### src/rtl/hazard_pkg.sv
// Shared types and constants for the pipeline hazard/stall control.
// Holds the sequencer state encoding, control bundle and load-use detector.
package hazard_pkg;

   typedef enum logic [2:0] {
      RUN         = 3'd0,
      LOAD_BUBBLE = 3'd1,
      MEM_WAIT    = 3'd2
   } state_t;

   localparam logic [4:0]  REG_X0    = 5'd0;
   localparam logic [31:0] NOP_INSTR = 32'h0000_0013;

   typedef struct packed {
      logic pc_stall;
      logic if_id_stall;
      logic id_ex_stall;
      logic ex_mem_stall;
      logic mem_wb_stall;
      logic if_id_flush;
      logic id_ex_flush;
   } ctrl_t;

   localparam ctrl_t CTRL_NONE   = 7'b000_0000;
   localparam ctrl_t CTRL_MEM    = 7'b111_1100;
   localparam ctrl_t CTRL_BRANCH = 7'b000_0011;
   localparam ctrl_t CTRL_BUBBLE = 7'b110_0001;

   function automatic logic load_use(
      input logic       mem_read,
      input logic [4:0] rd,
      input logic [4:0] rs1,
      input logic [4:0] rs2,
      input logic       rs1_used,
      input logic       rs2_used
   );
      return mem_read && (rd != REG_X0) &&
             ((rs1_used && rd == rs1) || (rs2_used && rd == rs2));
   endfunction

endpackage

### src/rtl/sat_counter.sv
// Saturating up-counter used for the stall/flush performance counters.
// Holds at all-ones instead of wrapping.
module sat_counter #(
   parameter int W = 32
) (
   input  logic         clk,
   input  logic         reset,
   input  logic         inc,
   output logic [W-1:0] count
);

   always_ff @(posedge clk or negedge reset) begin
      if (!reset) begin
         count <= '0;
      end else if (inc && count != '1) begin
         count <= count + W'(1);
      end
   end

endmodule

### src/rtl/pipeline_stall_controller.sv
// Stall/flush sequencer for the 5-stage RV32 pipeline: load-use bubbles,
// memory-busy freezes, taken-branch flushes and performance counters.
module pipeline_stall_controller
   import hazard_pkg::*;
#(
   parameter int LOAD_USE_STALLS = 1,
   parameter int CNT_W           = 32
) (
   input  logic             clk,
   input  logic             reset,
   input  logic [4:0]       rs1_address_id_stage,
   input  logic [4:0]       rs2_address_id_stage,
   input  logic             rs1_used_id,
   input  logic             rs2_used_id,
   input  logic [4:0]       rd_address_alu_stage,
   input  logic             mem_read_alu_stage,
   input  logic             branch_taken_alu_stage,
   input  logic             imem_busy,
   input  logic             dmem_busy,
   output logic             pc_stall,
   output logic             if_id_stall,
   output logic             id_ex_stall,
   output logic             ex_mem_stall,
   output logic             mem_wb_stall,
   output logic             if_id_flush,
   output logic             id_ex_flush,
   output logic [CNT_W-1:0] stall_cycle_count,
   output logic [CNT_W-1:0] flush_count
);

   localparam logic [2:0] BUB_INIT = 3'(LOAD_USE_STALLS - 1);

   state_t     state, state_n;
   logic [2:0] bub_cnt, bub_n;
   logic       resume, resume_n;
   logic       lu, lb_active;
   ctrl_t      ctrl;

   assign lu = load_use(mem_read_alu_stage, rd_address_alu_stage,
                        rs1_address_id_stage, rs2_address_id_stage,
                        rs1_used_id, rs2_used_id);

   // A wait that interrupted a bubble sequence continues it afterwards
   assign lb_active = (state == LOAD_BUBBLE) ||
                      (state == MEM_WAIT && resume);

   always_comb begin
      ctrl     = CTRL_NONE;
      state_n  = RUN;
      bub_n    = bub_cnt;
      resume_n = 1'b0;
      if (!reset) begin
         ctrl = CTRL_NONE;
      end else if (dmem_busy) begin
         ctrl     = CTRL_MEM;
         state_n  = MEM_WAIT;
         resume_n = lb_active;
      end else if (branch_taken_alu_stage) begin
         ctrl  = CTRL_BRANCH;
         bub_n = '0;
      end else if (lb_active) begin
         ctrl    = CTRL_BUBBLE;
         bub_n   = bub_cnt - 3'd1;
         state_n = (bub_cnt == 3'd1) ? RUN : LOAD_BUBBLE;
      end else if (lu) begin
         ctrl    = CTRL_BUBBLE;
         bub_n   = BUB_INIT;
         state_n = (BUB_INIT == 3'd0) ? RUN : LOAD_BUBBLE;
      end else if (imem_busy) begin
         ctrl = CTRL_BUBBLE;
      end
   end

   always_ff @(posedge clk or negedge reset) begin
      if (!reset) begin
         state   <= RUN;
         bub_cnt <= '0;
         resume  <= 1'b0;
      end else begin
         state   <= state_n;
         bub_cnt <= bub_n;
         resume  <= resume_n;
      end
   end

   assign pc_stall     = ctrl.pc_stall;
   assign if_id_stall  = ctrl.if_id_stall;
   assign id_ex_stall  = ctrl.id_ex_stall;
   assign ex_mem_stall = ctrl.ex_mem_stall;
   assign mem_wb_stall = ctrl.mem_wb_stall;
   assign if_id_flush  = ctrl.if_id_flush;
   assign id_ex_flush  = ctrl.id_ex_flush;

   sat_counter #(.W(CNT_W)) u_stall_cnt (
      .clk   (clk),
      .reset (reset),
      .inc   (pc_stall),
      .count (stall_cycle_count)
   );

   sat_counter #(.W(CNT_W)) u_flush_cnt (
      .clk   (clk),
      .reset (reset),
      .inc   (if_id_flush),
      .count (flush_count)
   );

endmodule
### config.mk
export PLATFORM = sky130hd
export DESIGN_NAME = pipeline_stall_controller
export DESIGN_NICKNAME = d
export VERILOG_FILES = /design/src/rtl/hazard_pkg.sv /design/src/rtl/sat_counter.sv /design/src/rtl/pipeline_stall_controller.sv
export SDC_FILE = /design/constraint.sdc
export NUM_CORES = 1
export LEC_CHECK = 0
export CAP_MARGIN = 20
export CORE_MARGIN = 4
export CORE_UTILIZATION = 50
export CTS_BUF_LIST = sky130_fd_sc_hd__clkbuf_8 sky130_fd_sc_hd__clkbuf_16
export CTS_CLUSTER_SIZE = 14
export DETAILED_ROUTE_END_ITERATION = 10
export PLACE_DENSITY = 0.86
export SLEW_MARGIN = 20
export SYNTH_ARGS = -nofsm -noshare
export SYNTH_HDL_FRONTEND = slang
export SYNTH_HIERARCHICAL = 1
export SYNTH_SLANG_ARGS = --single-unit
### constraint.sdc
create_clock -name clk -period 3.2 [get_ports clk]
set_input_delay 0.48 -clock clk [delete_from_list [all_inputs] [get_ports clk]]
set_output_delay 0.48 -clock clk [all_outputs]
set_load 0.02 [all_outputs]
**After elaboration in Yosys (flattened, before gate mapping)**

Index checks and enable logic that the tools add are counted.

- Word-level logic and storage cells: 44
- Register bits after elaboration: 71
- Bits of input ports: 23
- Output and inout bits: 71

- Equal/unequal tests: 7
- Reductions and logical operators: 12
- Bitwise operators: 1
- Multiplexer cells: 16
- Add/sub/neg operators: 3

Operators by type and width:

| operator | count |
|---|---|
| $add 32x1->32 const B | 2 |
| $ne 32x32->1 const B | 2 |
| $mux 7 | 6 |
| $mux 3 | 4 |
| $eq 5x5->1 | 2 |
| $logic_and 1x1->1 | 7 |
| $eq 3x1->1 const B | 2 |
| $mux 1 | 5 |
| $reduce_bool 5->1 | 1 |
| $eq 3x2->1 const B | 1 |
| $reduce_and 3->1 | 1 |
| $reduce_bool 3->1 | 1 |
| $sub 3x1->3 const B | 1 |
| $logic_or 1x1->1 | 2 |
| $mux 2 | 1 |
| $not 1->1 | 1 |

**Depth between registers and ports, before layout**

- Word-level depth: 10
- Mapped depth: 11
- Depth with buffers taken out: 10

**Hierarchy**

The synthesis kept the hierarchy.

By module, submodules not included:

| module | instances | cells each | seq. area each (um^2) | area an instance (um^2) |
|---|---|---|---|---|
| sat_counter | 2 | 151 | 800.8 | 1624.1 |
| pipeline_stall_controller | 1 | 59 | 150.1 | 529.3 |

**Worst setup path before layout**

No wires, ideal clock.

- Path type: in2reg
- From: in rd_address_alu_stage[2]
- To: reg u_stall_cnt.count[29]
- Stages on the path: 11
- Required time: 3.120 ns
- Setup time: 0.080 ns
- Arrival: 3.126 ns
- Setup slack: -0.006 ns
- Buffers on the path: 1
- Cells stage by stage: xor2_1 > nor4_2 > a32oi_1 > or2_1 > a31oi_1 > and3_1 > nor2b_1 > clkbuf_1 > nand4_1 > nor4_2 > xor2_1

- Longest elaborated chain between the ends: 10

Ends and longest elaborated chain:

| element | line | text |
|---|---|---|
| start: declaration | pipeline_stall_controller.sv:15 | `input logic [4:0] rd_address_alu_stage,` |
| $eq 5x5->1 | hazard_pkg.sv:38 | `((rs1_used && rd == rs1) \|\| (rs2_used && rd == rs2));` |
| $logic_and 1x1->1 | hazard_pkg.sv:38 |  |
| $logic_or 1x1->1 | hazard_pkg.sv:38 |  |
| $logic_and 1x1->1 (*) | hazard_pkg.sv:37 | `return mem_read && (rd != REG_X0) &&` |
| $mux 7 (*) | pipeline_stall_controller.sv:65 | `end else if (lu) begin` |
| $mux 7 (*) | pipeline_stall_controller.sv:61 | `end else if (lb_active) begin` |
| $mux 7 (*) | pipeline_stall_controller.sv:58 | `end else if (branch_taken_alu_stage) begin` |
| $mux 7 (*) | pipeline_stall_controller.sv:54 | `end else if (dmem_busy) begin` |
| $mux 7 (*) | pipeline_stall_controller.sv:52 | `if (!reset) begin` |
| $logic_and 1x1->1 (*) | sat_counter.sv:15 | `end else if (inc && count != '1) begin` |
| end signal: assignment | sat_counter.sv:16 | `count <= count + W'(1);` |
| end: declaration | sat_counter.sv:9 | `output logic [W-1:0] count` |

Mark *: on every way between the ends. The rest lies on a longest branch, timed or not.
A chain may end at the register's enable or synchronous reset.

**Worst setup path after layout**

- From: in rd_address_alu_stage[2]
- To: out if_id_stall

- Longest elaborated chain between the ends: 9

Ends and longest elaborated chain:

| element | line | text |
|---|---|---|
| $eq 5x5->1 | hazard_pkg.sv:38 |  |
| $logic_and 1x1->1 | hazard_pkg.sv:38 |  |
| $logic_or 1x1->1 | hazard_pkg.sv:38 |  |
| $logic_and 1x1->1 (*) | hazard_pkg.sv:37 |  |
| $mux 7 (*) | pipeline_stall_controller.sv:65 |  |
| $mux 7 (*) | pipeline_stall_controller.sv:61 |  |
| $mux 7 (*) | pipeline_stall_controller.sv:58 |  |
| $mux 7 (*) | pipeline_stall_controller.sv:54 |  |
| $mux 7 (*) | pipeline_stall_controller.sv:52 |  |
| end: declaration | pipeline_stall_controller.sv:21 | `output logic if_id_stall,` |

Marks and branches as above.

==> run_results.csv <==
group,metric,value,unit
placed_design,io_buffer_count,93,
floorplanning,io_pins,94,
yosys,dominant_combinational_cell_family_by_area_after_synthesis,"simple AND/OR/NAND/NOR gates",
yosys,netlist_area,0.00378,mm²
pwr,vdd.ir_drop.worst,0.368,mV
global_routing,grt_pass1_wl,16400,µm
route,met3WireLength,540,µm
finish,fillers,571,
pwr,clock_power_share,33.8,%
critical_path,worstSetupEndpointType,"output pin",
placed_design,place.gp.congestion,0.962,
pwr,power-per-cell-area,464,mW/mm²
yosys,yosys-top-cells-count,"dfrtp_1, xnor2_1, nand2_1, nand3_1, nand4_1",
pwr,combPwrFrac,20.4,%
critical_path,worstSetupPathType,"in -> out",
finish,finalNetCount,492,
clocking,cts_htree_levels,3,
yosys,synth.ff_latch_count,70,
yosys,async_flop_share,100,%
pwr,internal_power,0.00164,W
floorplanning,chipWidth,94.9,µm
pwr,seq_power_share,45.8,%
critical_path,regToRegSetupSlack,810,ps
global_routing,global_route.usage.total,23.3,%
pwr,sw_frac_of_total,30.0,%
timing,timing.final.setup_violations,0,
global_routing,grt.overflow.total,0,
floorplanning,initial_utilization,51.8,%
outcome,status,"finished clean",
yosys,synth-warning-count,6,
finish,post_route_cells_drive_above_1_share,11.1,%
placed_design,dp_worst_setup_slack,-43.7,ps
timing,relSlewSlack,56.3,%
route,met2WireLength,4920,µm
yosys,post_synthesis_cell_count,361,
route,ant_nets,0,
job,cap_violations,0,
timing,worst_slew_pin_slew,638,ps
yosys,synth.top_cells.by_area,"dfrtp_1, xnor2_1, nand4_1, nand3_1, xor2_1",
timing,final.period_utilization,91.8,%
clocking,cts.root.buffer_cell,"clkbuf_8",
yosys,post_synth_xor_xnor_area,15.8,%
floorplanning,die_y,94.9,µm
yosys,post-synth-top-count-cell,"dfrtp_1",
finish,layout.core_utilization,69.4,%
route,drc,0,
critical_path,worstSetupStartpoint,"rd_address_alu_stage[2]",
route,drt_pre_antenna_iters,5,
timing,post-route-min-period,2940,ps
yosys,synth_adder_area_share,1.32,%
yosys,synth.distinct_cells,45,
critical_path,timing.rr.start,"u_stall_cnt/count[4]",
critical_path,worst_setup_path_start_kind,"input port",
floorplanning,row_count,31,
clocking,clk_latency,350,ps
yosys,synth_largest_type_area_fraction,46.4,%
global_routing,initial_antenna_violation_count,0,
critical_path,critical_path.reg2reg.endpoint,"u_stall_cnt/count[25]",
route,vias_per_cell,5.82,
placed_design,dp_hpwl,7200,µm
yosys,synth_sequential_area_ratio,46.4,%
critical_path,cp_data_arrival_time,2460,ps
clocking,worst_setup_hold_path_clk_slew,80,ps
route,vias,3314,
route,drt_first_iter_violations,163,
floorplanning,die_area,0.00901,mm²
yosys,synth_compound_area_share,5.07,%
finish,antenna-diode-count,0,
timing,hold_violations,0,
route,top_signal_layer_used,"met4",
timing,drv_slew,0,
clocking,cts_inserted_buffers,9,
finish,syn2layout_area_growth,34.0,%
yosys,synth.avg_cell_area,10.5,µm²
route,met1_length,4050,µm
yosys,synthMuxAreaShare,1.85,%
timing,fmaxAchievable,341,MHz
clocking,tritoncts,"done",
global_routing,grt_pass1_vias,3336,
yosys,yosys.area.top_type,"dfrtp_1",
min_path,timing.hold.worst.class,"in -> async",
global_routing,grt_start_max_net_pins,40,
clocking,hold_buffers,0,
critical_path,worstPathRequired,2720,ps
route,routedWlPerCell,17.1,µm
pwr,leakage,2.05,nW
yosys,ys_dominant_reg_cell,"dfrtp_1",
yosys,mappedNetlistNets,388,
floorplanning,coreArea,0.00729,mm²
timing,setup_repair_after_global_routing_missed_its_margin,"no",
yosys,synth_simple_gate_area_share,27.4,%
pwr,total_switching_power,0.000704,W
critical_path,worstRegToRegCells,5,
route,wl,9710,µm
timing,fin_ws,263,ps
yosys,synth-edff-count,0,
timing,clock_skew,9.85,ps
clocking,clock_path_buffers,2,
clocking,clock_sinks,70,
critical_path,timing.critical_path.fanout_max,4,
## power groups by stage
| stage | combinational [W] | sequential (W) | clock, W |
|---|---|---|---|
| 6_report | 0.000480 | 0.00108 | 0.000793 |
| 5_1_grt | 0.000519 | 0.00109 | 0.000851 |
| 4_1_cts | 0.000484 | 0.00107 | 0.000808 |
| 3_5_place_dp | 0.000484 | 0.00109 | 0 |
| 3_3_place_gp | 0.000461 | 0.00108 | 0 |
| 2_1_floorplan | 0.000165 | 0.00114 | 0 |
## metal layers
layer  vias to the layer above  track usage (%)
met1                      1613             30.4
met4                         0             7.69
met5                         -                0
met2                       147             38.3
met3                        26             5.42
li1                       1528                -
## logic make-up after synthesis
logic type | count (synthesis)
simple gates | 174
flops | 70
xor+xnor | 68
compound gates | 24
buf+inv | 15
mux | 6
fa+ha+maj | 4
## layout make-up
| class | instances | area, µm² | area share, % |
|---|---|---|---|
| Multi-Input combinational cell | 276 | 1950 | 38.5 |
| Sequential cell | 70 | 1750 | 34.6 |
| Tap cell | 99 | 124 | 2.45 |
| Clock buffer | 10 | 138 | 2.72 |
| Inverter | 7 | 26.3 | 0.519 |
| Timing Repair Buffer | 101 | 986 | 19.5 |
| Clock inverter | 6 | 85.1 | 1.68 |
## sequential cells by signal, indices dropped and copies added, names as in the netlist
name / cells
bub_cnt: 3
resume: 1
state: 2
u_flush_cnt/count: 32
u_stall_cnt/count: 32
## metrics by stage
step | total power [W] | hold slack, ps | std cells | cell area [µm²] | TNS (ps)
finish | 0.00235 | 207 | 569 | 5060 | 0
global placement | 0.00154 | 484 | 553 | 4840 | 0
floorplan | 0.00130 | 184 | 361 | 3780 | 0
global route | 0.00246 | 240 | 569 | 5060 | 0
CTS | 0.00236 | 213 | 569 | 5060 | 0
detailed placement | 0.00157 | 498 | 553 | 4840 | -92.2
## placed cells by master (no fill, tap or decap), drive strengths merged, types with 3 or more instances in the layout
master	instances
a21oi	6
o211ai	5
clkbuf	10
nand3	34
nand4	33
mux2	5
nor2	20
xor2	18
a31oi	3
buf	9
or4	5
nand2	35
nor3	10
and4	8
nor4	15
xnor2	50
dfrtp	70
and3	4
inv	7
clkdlybuf4s50	89
ha	4
o21ai	3
nor2b	4
## how the worst max path moves through the flow
stage | to | slack (ps)
6_report | if_id_stall | 260
5_1_grt | if_id_stall | 80
4_1_cts | id_ex_flush | 20
3_5_place_dp | if_id_stall | -40
3_3_place_gp | pc_stall | 20
2_1_floorplan | u_stall_cnt/count[29] | 290
## what timing repair did
action                     in CTS  in global routing
setup buffers                   0                  0
gates resized for setup         2                  1
pin swaps                       0                  0
setup endpoints to repair       2                  1
## worst max-delay path: stages
cell and delay (ps):
clkdlybuf4s50_1 470, xor2_1 190, nor4_2 270, a32oi_1 150
or2_1 270, a31oi_2 250, dlygate4sd2_1 380
Power figures use the tool's default switching activity.
